<file path="config.mk">
export PLATFORM = sky130hd
export DESIGN_NAME = apb_host_master_flat
export DESIGN_NICKNAME = d
export VERILOG_FILES = /design/src/rtl/dfe_apb_pkg.sv /design/src/rtl/apb_host_master_if.sv /design/src/rtl/cmd_fifo.sv /design/src/rtl/apb_host_master.sv /design/src/flat_wrapper.sv
export SDC_FILE = /design/constraint.sdc
export NUM_CORES = 1
export LEC_CHECK = 0
export ABC_AREA = 1
export BUFFER_PORTS_ARGS = -buffer_cell sky130_fd_sc_hd__buf_2
export CORE_AREA = 5 5 141 143
export CTS_CLUSTER_DIAMETER = 200
export DETAILED_ROUTE_END_ITERATION = 8
export DIE_AREA = 0 0 146 148
export HOLD_SLACK_MARGIN = 0.15
export PLACE_DENSITY_LB_ADDON = 0.05
export REMOVE_ABC_BUFFERS = 1
export SLEW_MARGIN = 20
export SYNTH_ARGS = -nofsm -noshare
export SYNTH_HDL_FRONTEND = slang
export SYNTH_SLANG_ARGS = --single-unit
</file>
<file path="constraint.sdc">
create_clock -name clk -period 3.3 [get_ports clk]
set_input_delay 0.66 -clock clk [delete_from_list [all_inputs] [get_ports clk]]
set_output_delay 0.66 -clock clk [all_outputs]
set_load 0.01 [all_outputs]
</file>
<file path="src/rtl/dfe_apb_pkg.sv">
// Shared constants for the DFE APB host master: bus widths, register address map,
// component-select encodings, FSM state type and the address decode function.
package dfe_apb_pkg;

    localparam int PDATA_WIDTH = 32;
    localparam int ADDR_WIDTH  = 7;
    localparam int COEFF_WIDTH = 20;
    localparam int N_TAP       = 72;
    localparam int NUM_DENUM   = 5;
    localparam int COMP        = 5;

    // Address map, relative to the first register after the coefficient banks
    localparam int ADDR_BASE   = N_TAP + NUM_DENUM;
    localparam int CIC_R_ADDR  = ADDR_BASE;
    localparam int CTRL_HI     = ADDR_BASE + 6;
    localparam int FD_STAT_HI  = ADDR_BASE + 8;
    localparam int IIR_STAT_HI = ADDR_BASE + 14;
    localparam int CIC_STAT_HI = ADDR_BASE + 16;
    localparam int FIR_STAT_HI = ADDR_BASE + 18;
    localparam int ADDR_LIMIT  = ADDR_BASE + 19;

    localparam logic [COMP-1:0] SEL_NONE = 5'b00000;
    localparam logic [COMP-1:0] SEL_FD   = 5'b00001;
    localparam logic [COMP-1:0] SEL_IIR  = 5'b00010;
    localparam logic [COMP-1:0] SEL_CIC  = 5'b00100;
    localparam logic [COMP-1:0] SEL_CTRL = 5'b01000;
    localparam logic [COMP-1:0] SEL_FIR  = 5'b10000;

    typedef enum logic [1:0] {
        IDLE   = 2'd0,
        SETUP  = 2'd1,
        ACCESS = 2'd2,
        RESP   = 2'd3
    } state_e;

    // SEL_NONE marks an address with no backing register
    function automatic logic [COMP-1:0] addr_to_sel(input logic [ADDR_WIDTH-1:0] addr);
        logic [31:0]     a;
        logic [COMP-1:0] sel;
        a = 32'(addr);
        if (a < 32'(N_TAP)) begin
            sel = SEL_FD;
        end else if (a < 32'(ADDR_BASE)) begin
            sel = SEL_IIR;
        end else if (a == 32'(CIC_R_ADDR)) begin
            sel = SEL_CIC;
        end else if (a <= 32'(CTRL_HI)) begin
            sel = SEL_CTRL;
        end else if (a <= 32'(FD_STAT_HI)) begin
            sel = SEL_FD;
        end else if (a <= 32'(IIR_STAT_HI)) begin
            sel = SEL_IIR;
        end else if (a <= 32'(CIC_STAT_HI)) begin
            sel = SEL_CIC;
        end else if (a <= 32'(FIR_STAT_HI)) begin
            sel = SEL_FIR;
        end else begin
            sel = SEL_NONE;
        end
        return sel;
    endfunction

endpackage

</file>
<file path="src/rtl/apb_host_master_if.sv">
// Host command / response and master bus signals of the DFE APB host master.
interface apb_host_master_if;
    import dfe_apb_pkg::*;

    logic                   cmd_valid;
    logic                   cmd_ready;
    logic                   cmd_write;
    logic [ADDR_WIDTH-1:0]  cmd_addr;
    logic [PDATA_WIDTH-1:0] cmd_wdata;
    logic                   MTRANS;
    logic                   MWRITE;
    logic [COMP-1:0]        MSELx;
    logic [ADDR_WIDTH-1:0]  MADDR;
    logic [COEFF_WIDTH-1:0] MWDATA;
    logic [PDATA_WIDTH-1:0] MRDATA;
    logic                   rsp_valid;
    logic                   rsp_err;
    logic [PDATA_WIDTH-1:0] rsp_rdata;
    logic                   busy;

    modport master (
        input  cmd_valid, cmd_write, cmd_addr, cmd_wdata, MRDATA,
        output cmd_ready, MTRANS, MWRITE, MSELx, MADDR, MWDATA,
               rsp_valid, rsp_err, rsp_rdata, busy
    );

    modport slave (
        output cmd_valid, cmd_write, cmd_addr, cmd_wdata, MRDATA,
        input  cmd_ready, MTRANS, MWRITE, MSELx, MADDR, MWDATA,
               rsp_valid, rsp_err, rsp_rdata, busy
    );

endinterface

</file>
<file path="src/rtl/cmd_fifo.sv">
// Synchronous command FIFO; pointers carry one extra wrap bit so full and empty
// are distinguished without a separate counter.
module cmd_fifo #(
    parameter int WIDTH = 8,
    parameter int DEPTH = 4
) (
    input  logic             clk,
    input  logic             rst,
    input  logic             push,
    input  logic [WIDTH-1:0] push_data,
    input  logic             pop,
    output logic [WIDTH-1:0] head,
    output logic             empty,
    output logic             full
);

    localparam int          AW      = $clog2(DEPTH);
    localparam logic [AW:0] PTR_ONE = {{AW{1'b0}}, 1'b1};

    logic [WIDTH-1:0] mem_r [DEPTH];
    logic [AW:0]      wr_ptr_r;
    logic [AW:0]      rd_ptr_r;
    logic             do_push_s;
    logic             do_pop_s;

    assign do_push_s = push && !full;
    assign do_pop_s  = pop && !empty;
    assign empty     = (wr_ptr_r == rd_ptr_r);
    assign full      = (wr_ptr_r[AW] != rd_ptr_r[AW]) &&
                       (wr_ptr_r[AW-1:0] == rd_ptr_r[AW-1:0]);
    assign head      = mem_r[rd_ptr_r[AW-1:0]];

    // Pointer advance; reset flushes the queue
    always_ff @(posedge clk or posedge rst) begin
        if (rst) begin
            wr_ptr_r <= {(AW+1){1'b0}};
            rd_ptr_r <= {(AW+1){1'b0}};
        end else begin
            if (do_push_s) begin
                wr_ptr_r <= wr_ptr_r + PTR_ONE;
            end
            if (do_pop_s) begin
                rd_ptr_r <= rd_ptr_r + PTR_ONE;
            end
        end
    end

    // Storage write; contents are don't-care until pushed
    always_ff @(posedge clk) begin
        if (do_push_s) begin
            mem_r[wr_ptr_r[AW-1:0]] <= push_data;
        end
    end

endmodule

</file>
<file path="src/rtl/apb_host_master.sv">
// Host-side master for the DFE APB register block: queues host commands, decodes the
// component select and runs one SETUP/ACCESS transfer per command with a one-cycle response.
module apb_host_master
    import dfe_apb_pkg::*;
#(
    parameter int FIFO_DEPTH = 4
) (
    input  logic               clk,
    input  logic               rst,
    apb_host_master_if.master  bus
);

    localparam int FIFO_W = 1 + ADDR_WIDTH + PDATA_WIDTH;

    logic                   push_s;
    logic                   pop_s;
    logic                   empty_s;
    logic                   full_s;
    logic [FIFO_W-1:0]      push_data_s;
    logic [FIFO_W-1:0]      head_s;
    logic                   head_write_s;
    logic [ADDR_WIDTH-1:0]  head_addr_s;
    logic [PDATA_WIDTH-1:0] head_wdata_s;
    logic [COMP-1:0]        head_sel_s;
    logic                   unused_wdata_s;

    state_e                 state_r,     state_s;
    logic                   err_r,       err_s;
    logic                   mtrans_r,    mtrans_s;
    logic                   mwrite_r,    mwrite_s;
    logic [COMP-1:0]        msel_r,      msel_s;
    logic [ADDR_WIDTH-1:0]  maddr_r,     maddr_s;
    logic [COEFF_WIDTH-1:0] mwdata_r,    mwdata_s;
    logic                   rsp_valid_r, rsp_valid_s;
    logic                   rsp_err_r,   rsp_err_s;
    logic [PDATA_WIDTH-1:0] rsp_rdata_r, rsp_rdata_s;

    assign push_s      = bus.cmd_valid && !full_s;
    assign push_data_s = {bus.cmd_write, bus.cmd_addr, bus.cmd_wdata};
    assign {head_write_s, head_addr_s, head_wdata_s} = head_s;
    assign head_sel_s  = addr_to_sel(head_addr_s);
    // Coefficients are narrower than the host word; the upper bits are dropped
    assign unused_wdata_s = ^head_wdata_s[PDATA_WIDTH-1:COEFF_WIDTH];

    cmd_fifo #(
        .WIDTH (FIFO_W),
        .DEPTH (FIFO_DEPTH)
    ) u_cmd_fifo (
        .clk       (clk),
        .rst       (rst),
        .push      (push_s),
        .push_data (push_data_s),
        .pop       (pop_s),
        .head      (head_s),
        .empty     (empty_s),
        .full      (full_s)
    );

    // Next state and next registered outputs; bus registers double as the holding registers
    always_comb begin
        state_s     = state_r;
        err_s       = err_r;
        mtrans_s    = mtrans_r;
        mwrite_s    = mwrite_r;
        msel_s      = msel_r;
        maddr_s     = maddr_r;
        mwdata_s    = mwdata_r;
        rsp_valid_s = 1'b0;
        rsp_err_s   = 1'b0;
        rsp_rdata_s = {PDATA_WIDTH{1'b0}};
        pop_s       = 1'b0;
        case (state_r)
            IDLE: begin
                if (!empty_s) begin
                    pop_s   = 1'b1;
                    state_s = SETUP;
                    if (head_sel_s == SEL_NONE) begin
                        err_s = 1'b1;
                    end else begin
                        err_s    = 1'b0;
                        mtrans_s = 1'b1;
                        mwrite_s = head_write_s;
                        msel_s   = head_sel_s;
                        maddr_s  = head_addr_s;
                        mwdata_s = head_wdata_s[COEFF_WIDTH-1:0];
                    end
                end else begin
                    state_s = IDLE;
                end
            end
            SETUP: begin
                if (err_r) begin
                    state_s     = RESP;
                    rsp_valid_s = 1'b1;
                    rsp_err_s   = 1'b1;
                end else begin
                    state_s = ACCESS;
                end
            end
            ACCESS: begin
                state_s     = RESP;
                mtrans_s    = 1'b0;
                rsp_valid_s = 1'b1;
                if (mwrite_r) begin
                    rsp_rdata_s = {PDATA_WIDTH{1'b0}};
                end else begin
                    rsp_rdata_s = bus.MRDATA;
                end
            end
            RESP: begin
                state_s = IDLE;
            end
            default: begin
                state_s  = IDLE;
                mtrans_s = 1'b0;
            end
        endcase
    end

    // State and output registers; reset aborts any transfer without a response
    always_ff @(posedge clk or posedge rst) begin
        if (rst) begin
            state_r     <= IDLE;
            err_r       <= 1'b0;
            mtrans_r    <= 1'b0;
            mwrite_r    <= 1'b0;
            msel_r      <= {COMP{1'b0}};
            maddr_r     <= {ADDR_WIDTH{1'b0}};
            mwdata_r    <= {COEFF_WIDTH{1'b0}};
            rsp_valid_r <= 1'b0;
            rsp_err_r   <= 1'b0;
            rsp_rdata_r <= {PDATA_WIDTH{1'b0}};
        end else begin
            state_r     <= state_s;
            err_r       <= err_s;
            mtrans_r    <= mtrans_s;
            mwrite_r    <= mwrite_s;
            msel_r      <= msel_s;
            maddr_r     <= maddr_s;
            mwdata_r    <= mwdata_s;
            rsp_valid_r <= rsp_valid_s;
            rsp_err_r   <= rsp_err_s;
            rsp_rdata_r <= rsp_rdata_s;
        end
    end

    assign bus.cmd_ready = !full_s;
    assign bus.busy      = !empty_s || (state_r != IDLE);
    assign bus.MTRANS    = mtrans_r;
    assign bus.MWRITE    = mwrite_r;
    assign bus.MSELx     = msel_r;
    assign bus.MADDR     = maddr_r;
    assign bus.MWDATA    = mwdata_r;
    assign bus.rsp_valid = rsp_valid_r;
    assign bus.rsp_err   = rsp_err_r;
    assign bus.rsp_rdata = rsp_rdata_r;

endmodule
</file>
<file path="src/flat_wrapper.sv">
// flat-port wrapper written by rule: the top's interface ports become plain ports
module apb_host_master_flat import dfe_apb_pkg::*;
#(
    parameter int FIFO_DEPTH = 4
)
  (clk, rst, bus_cmd_valid, bus_cmd_write, bus_cmd_addr, bus_cmd_wdata, bus_MRDATA, bus_cmd_ready, bus_MTRANS, bus_MWRITE, bus_MSELx, bus_MADDR, bus_MWDATA, bus_rsp_valid, bus_rsp_err, bus_rsp_rdata, bus_busy);
  apb_host_master_if bus_i ();
  input  logic clk;
  input  logic rst;
  input wire logic [$bits(bus_i.cmd_valid)-1:0] bus_cmd_valid;
  input wire logic [$bits(bus_i.cmd_write)-1:0] bus_cmd_write;
  input wire logic [$bits(bus_i.cmd_addr)-1:0] bus_cmd_addr;
  input wire logic [$bits(bus_i.cmd_wdata)-1:0] bus_cmd_wdata;
  input wire logic [$bits(bus_i.MRDATA)-1:0] bus_MRDATA;
  output wire logic [$bits(bus_i.cmd_ready)-1:0] bus_cmd_ready;
  output wire logic [$bits(bus_i.MTRANS)-1:0] bus_MTRANS;
  output wire logic [$bits(bus_i.MWRITE)-1:0] bus_MWRITE;
  output wire logic [$bits(bus_i.MSELx)-1:0] bus_MSELx;
  output wire logic [$bits(bus_i.MADDR)-1:0] bus_MADDR;
  output wire logic [$bits(bus_i.MWDATA)-1:0] bus_MWDATA;
  output wire logic [$bits(bus_i.rsp_valid)-1:0] bus_rsp_valid;
  output wire logic [$bits(bus_i.rsp_err)-1:0] bus_rsp_err;
  output wire logic [$bits(bus_i.rsp_rdata)-1:0] bus_rsp_rdata;
  output wire logic [$bits(bus_i.busy)-1:0] bus_busy;
  assign bus_i.cmd_valid = bus_cmd_valid;
  assign bus_i.cmd_write = bus_cmd_write;
  assign bus_i.cmd_addr = bus_cmd_addr;
  assign bus_i.cmd_wdata = bus_cmd_wdata;
  assign bus_i.MRDATA = bus_MRDATA;
  assign bus_cmd_ready = bus_i.cmd_ready;
  assign bus_MTRANS = bus_i.MTRANS;
  assign bus_MWRITE = bus_i.MWRITE;
  assign bus_MSELx = bus_i.MSELx;
  assign bus_MADDR = bus_i.MADDR;
  assign bus_MWDATA = bus_i.MWDATA;
  assign bus_rsp_valid = bus_i.rsp_valid;
  assign bus_rsp_err = bus_i.rsp_err;
  assign bus_rsp_rdata = bus_i.rsp_rdata;
  assign bus_busy = bus_i.busy;
  apb_host_master #(.FIFO_DEPTH(FIFO_DEPTH)) u_core (.clk(clk), .rst(rst), .bus(bus_i));
endmodule
</file>
Word-level counts from Yosys, hierarchy flattened
Memories as Yosys holds them, arrays and structs flattened.
Cells that the tools add are included.
W data, S select, Z words.
- $lt $le $gt $ge: 7
- bitwise operators: 2
- mux-type cells: 24
- $add $sub $neg: 2
- equal/unequal tests: 9
- reductions and logical operators: 14
- operators by type and width (cell ; number):
    $mux W32 ; 2
    $mux W5 ; 8
    $le A7 B7 Y1 const B ; 5
    $lt A7 B7 Y1 const B ; 2
    $mux W1 ; 11
    $pmux W2 S4 ; 1
    $eq A7 B7 Y1 const B ; 1
    $add A3 B1 Y3 const B ; 2
    $reduce_and A3 Y1 ; 2
    $logic_not A5 Y1 ; 1
    $eq A2 B2 Y1 const B ; 2
    $logic_and A1 B1 Y1 ; 4
    $ne A2 B2 Y1 const B ; 2
    $pmux W1 S2 ; 2
    $reduce_bool A2 Y1 ; 2
    $eq A3 B3 Y1 ; 1
    $eq A2 B1 Y1 const B ; 1
    $eq A2 B2 Y1 ; 1
    $logic_not A1 Y1 ; 2
    $logic_not A2 Y1 ; 1
    $not A1 Y1 ; 2
    $reduce_and A2 Y1 ; 1
    $logic_or A1 B1 Y1 ; 1
    $ne A1 B1 Y1 ; 1
- RAM bits: 160
- output and inout port bits: 70
- bits in registers: 77
- memories kept: 1
- bits of input ports: 75
- word-level logic and storage cells: 71
- memories (name ; depth ; width ; rd ports ; clocked after memory_dff ; write ports ; line ; RTL):
    u_core.u_cmd_fifo.mem_r ; 4 ; 40 ; 1 ; 0 ; 1 ; cmd_fifo.sv:20 ; logic [WIDTH-1:0] mem_r [DEPTH];

Logic depth before layout (Yosys ltp)
An unclocked memory read counts as a cell.
- depth after elaboration: 14
- mapped depth: 15
- mapped depth without buffers: 14

By module
Synthesis repeated with hierarchy kept, for this count alone.
- cell total of the unflattened synthesis: 750
- area total of the unflattened synthesis: 9108.7 um^2
- modules (own cells, without submodules) (module ; instances ; area an instance (um^2) ; seq. area each (um^2) ; cells each):
    cmd_fifo ; 1 ; 6341.1 ; 4954.8 ; 448
    apb_host_master ; 1 ; 2767.7 ; 1776.7 ; 302

Least setup slack after synthesis
No wires, ideal clock.
- path type: reg-to-reg
- start: register u_core.u_cmd_fifo.rd_ptr_r[0]
- end: memory u_core.u_cmd_fifo.mem_r[3][0] (netlist bit) (enable)
- data required time: 2.884 ns
- setup slack: 0.619 ns
- cell stages (with the launch flop): 6
- setup time: 0.416 ns
- period minus slack after synthesis: 2.681 ns
- arrival time: 2.265 ns
- path buffers: 1
- cell sequence: dfrtp_1 -> buf_6 -> xnor2_2 -> nand3b_1 -> nand2_2 -> nor2_1
- word-level cells in the longest chain between the ends: 7
- ends and longest elaborated chain (what ; line ; RTL):
    from (decl) ; cmd_fifo.sv:22 ; logic [AW:0] rd_ptr_r;
    from (signal assigned) ; cmd_fifo.sv:37 ; rd_ptr_r <= {(AW+1){1'b0}};
    from (signal assigned) ; cmd_fifo.sv:43 ; rd_ptr_r <= rd_ptr_r + PTR_ONE;
    $eq A2 B2 Y1 (*) ; cmd_fifo.sv:30 ; (wr_ptr_r[AW-1:0] == rd_ptr_r[AW-1:0]);
    $logic_and A1 B1 Y1 (*) ; cmd_fifo.sv:29 ; assign full = (wr_ptr_r[AW] != rd_ptr_r[AW]) &&
    $logic_not A1 Y1 (*) ; -- ;
    named net bus_cmd_ready ; flat_wrapper.sv:15 ; output wire logic [$bits(bus_i.cmd_ready)-1:0] bus_cmd_ready;
    $logic_and A1 B1 Y1 ; apb_host_master.sv:38 ; assign push_s = bus.cmd_valid && !full_s;
    $logic_and A1 B1 Y1 (*) ; cmd_fifo.sv:26 ; assign do_push_s = push && !full;
    $mux W1 (*) ; cmd_fifo.sv:50 ; if (do_push_s) begin
    $mux W1 (implied by the code) (*) ; cmd_fifo.sv:51 ; mem_r[wr_ptr_r[AW-1:0]] <= push_data;
    to (decl) ; cmd_fifo.sv:20 ;
The timed path passes the listed nets; every way through them passes the cells marked *.

Worst setup path in the final report
- start: register u_core.u_cmd_fifo.rd_ptr_r[1]
- end: register u_core.mwrite_r (netlist: u_core.bus.MWRITE)
- word-level cells in the longest chain between the ends: 13
- elaborated cells on any way between the ends: 22
- those cells by class: 7 x order compare; 2 x eq/ne; 8 x mux; 2 x bitwise; 2 x reduce/logical; 1 x memory
- ends and longest elaborated chain (what ; line ; RTL):
    $mem_v2 Z4 W40 ; -- ;
    $le A7 B7 Y1 ; dfe_apb_pkg.sv:55 ; end else if (a <= 32'(FIR_STAT_HI)) begin
    $mux W5 ; dfe_apb_pkg.sv:55 ;
    $mux W5 ; dfe_apb_pkg.sv:53 ; end else if (a <= 32'(CIC_STAT_HI)) begin
    $mux W5 ; dfe_apb_pkg.sv:51 ; end else if (a <= 32'(IIR_STAT_HI)) begin
    $mux W5 ; dfe_apb_pkg.sv:49 ; end else if (a <= 32'(FD_STAT_HI)) begin
    $mux W5 ; dfe_apb_pkg.sv:47 ; end else if (a <= 32'(CTRL_HI)) begin
    $mux W5 ; dfe_apb_pkg.sv:45 ; end else if (a == 32'(CIC_R_ADDR)) begin
    $mux W5 ; dfe_apb_pkg.sv:43 ; end else if (a < 32'(ADDR_BASE)) begin
    $mux W5 ; dfe_apb_pkg.sv:41 ; if (a < 32'(N_TAP)) begin
    $logic_not A5 Y1 ; apb_host_master.sv:77 ; if (head_sel_s == SEL_NONE) begin
    $not A1 Y1 (no source line) ; -- ;
    $reduce_and A3 Y1 (no source line) ; -- ;
    to (signal assigned) ; apb_host_master.sv:137 ; mwrite_r <= mwrite_s;
    to (decl) ; apb_host_master.sv:30 ; logic mwrite_r, mwrite_s;
Several ways; a longest one is shown, not always the timed one.
A chain may end at the register's enable or synchronous reset.

==> results.yml <==
detailed_routing:
  wl_um: 16600
  drc: 0
  drt_iter0_markers: 226
  wl_per_cell_um: 16.2
  first_pass_iters: 4
  vias: 4837
  viasPerCell: 4.72
  ant_nets: 0
power_and_ir_drop:
  power_mw: 8.64
  ir_worst_vdd_v: 0.000477
  power.share.sequential_pct: 40.2
  power_density_nw_per_um2: 969
  power_leakage_nw: 4.08
  clock_power_share_pct: 22.3
  p_int_mw: 5.38
  pwr-share-comb_pct: 37.5
  p_sw_share_pct: 37.7
  p_sw_mw: 3.26
sta:
  slew_viol_final: 0
  worst_slew_pin_slew_ns: 1.02
  worst_clock_skew_ns: 0.00983
  period_share_pct: 75.1
  rsz0062_at_grt: "no"
  fmax_ghz: 0.403
  hold_viol_final: 0
  max_slew_margin_pct: 31.8
  period_needed_ns: 2.48
  setup_viol: 0
  finalSetupTns_ns: 0
setup_path:
  worst-setup-path-type: "reg -> reg"
  cp_max_fo: 26
  worstPathArrival_ns: 2.82
  critPathCaptureType: "flop"
  critPathLaunchType: "flop"
  cp_slowest_cell: "dfrtp_1"
  path_cells: "buf_4 > nand3_1 > nand2_1 > nor2_4 > inv_4 > nand3_4 > inv_4 > nand2_1 > o21ai_0"
  critical_path.max_stage_delay_ns: 0.68
  cp_data_required_time_ns: 3.64
clocking:
  h-tree-depth: 4
  post_cts_resized: 0
  post_cts_buffers: 0
  cts_max_path_buffers: 2
  tritoncts: "done"
  holdBufCountCts: 0
  clock_sinks: 189
  cts.root.buffer_cell: "clkbuf_16"
  cts_buffers: 17
  insertion_delay_ns: 0.42
  clk_pin_slew_worst_paths_ns: 0.07
die:
  rows: 50
  die_area_um2: 21600
  start_util_pct: 40.3
  ioPinCount: 145
  fp.dieW_um: 146
  die_h_um: 148
  coreArea_um2: 18500
synthesis:
  ys_seq_elements: 189
  synthCells: 640
  synth_top_area_cell: "edfxtp_1"
  synth_warnings: 0
  synth.area.top_cells: "edfxtp_1, dfrtp_1, nand2_1, nor2_1, o21ai_0"
  syn_area_um2: 7430
  ys_types: 32
  avgSynthCellArea_um2: 11.6
  synth_top_area_share_pct: 45.3
  ys_seq_area_share_pct: 71.2
layout:
  multi_input_area_um2: 1800
  fin_cells: 1024
  seq_area_um2: 5290
  diodes: 0
  layout_common_cells: "nand2_1, buf_2, edfxtp_1"
  final_common_cell: "nand2_1"
  drive_gt1_share_pct: 26.1
  fillers: 1715
  num-nets-final: 861
  area_growth_pct: 20.0
placement:
  port_buffers: 132
  dp.cells: 992
  dp_hpwl_um: 10800
  finalWeightedCongestion: 0.781
run_status:
  status: "finished clean"
global_route:
  antenna_found_initial: 1
  track_usage_pct: 15.7
  grt_pass1_vias: 4934
  grt_max_degree: 63
  grt_pass1_wl_um: 26500
  gr-total-overflow: 0
flow_run:
  drv_cap: 0
worst_hold_path:
  hold_path_class: "in -> async"
-- flip-flops by register name (all words and copies together) (netlist names) --
name                        flops
u_core.u_cmd_fifo.mem_r       112
u_core.bus.rsp_rdata           32
u_core.bus.MWDATA              20
u_core.bus.MADDR                7
u_core.bus.MSELx                5
u_core.u_cmd_fifo.rd_ptr_r      3
u_core.u_cmd_fifo.wr_ptr_r      3
u_core.state_r                  2
u_core.bus.MTRANS               1
u_core.bus.MWRITE               1
u_core.bus.rsp_err              1
u_core.bus.rsp_valid            1
u_core.err_r                    1
-- final timing paths --
path | start | to | slack, ns | cells past startpoint
max | u_core.u_cmd_fifo.rd_ptr_r[1] | u_core.bus.MWRITE | 0.82 | 9
max in group asynchronous | rst | u_core.bus.MWDATA[15] | 2.25 | 3
min | rst | u_core.bus.rsp_rdata[4] | 0.39 | 2
max reg2reg | u_core.u_cmd_fifo.rd_ptr_r[1] | u_core.bus.MWRITE | 0.82 | 9
min in group clk | bus_MRDATA[31] | u_core.bus.rsp_rdata[31] | 0.44 | 3
min reg2reg | u_core.bus.MWDATA[2] | u_core.bus.MWDATA[2] | 0.47 | 2
-- cell type report --
type / instances / share of cell area, %
sequential: 189 / 59.3
multi-input combinational: 369 / 20.1
timing repair buffer: 146 / 8.72
clock buffer: 25 / 5.46
tap: 234 / 3.28
inverter: 54 / 2.36
clock inverter: 7 / 0.729
-- stage by stage --
step	cell area [um^2]	setup slack, ns	utilization, %	hold slack, ns
finish	8920	0.821	48.3	0.392
global route	8920	0.542	48.3	0.424
CTS	8920	0.780	48.3	0.418
detailed placement	8370	0.787	45.3	0.460
global placement	8370	0.822	45.3	0.457
floorplan	7260	-0.0621	-	0.450
-- metal layers --
| metal | GRT usage, % | share of wire, % | vias up |
|---|---|---|---|
| met5 | 0 | 0.079 | - |
| met4 | 5.03 | 1.2 | 2 |
| met3 | 3.89 | 3.8 | 18 |
| met2 | 28.1 | 53 | 79 |
| met1 | 18.7 | 42 | 2348 |
| li1 | - | - | 2390 |
-- power by group through the flow --
| stage | Sequential, mW | Clock, mW | Combinational (mW) |
|---|---|---|---|
| floorplan | 3.74 | 0 | 1.83 |
| global placement | 3.51 | 0 | 3.26 |
| detailed placement | 3.53 | 0 | 3.33 |
| CTS | 3.49 | 1.98 | 3.34 |
| global route | 3.55 | 2.07 | 3.69 |
| finish | 3.48 | 1.93 | 3.24 |
-- critical path, delay by kind of cell (launching register included) --
family	cells	cell delay, ns
AO/OA/AOI/OAI	1	0.09
flip-flops	1	0.68
AND/OR/NAND/NOR	5	0.75
buffers and inverters	3	0.87
-- synthesized netlist by cell type (all sizes together) --
| cell | instances |
|---|---|
| a21oi | 3 |
| buf | 13 |
| clkbuf | 15 |
| clkinv | 1 |
| dfrtp | 77 |
| edfxtp | 112 |
| ha | 9 |
| inv | 53 |
| nand2 | 156 |
| nand3 | 22 |
| nand3b | 1 |
| nand4 | 2 |
| nor2 | 89 |
| o21ai | 58 |
| o22ai | 21 |
| o31ai | 1 |
| xnor2 | 4 |
| xor2 | 3 |
-- logic make-up (layout without fill, tap and decap cells) --
group | Yosys count | count (layout) | share of synthesized area (%)
AOI/OAI and AO/OA | 83 | 83 | 6.14
xor gates and xnor gates | 7 | 7 | 0.926
adders and majority gates | 9 | 9 | 1.52
buffers and inverters | 82 | 232 | 5.05
DFF | 189 | 189 | 71.2
and+or+nand+nor | 270 | 270 | 15.2
No activity file was read; power rests on OpenSTA's default activity.
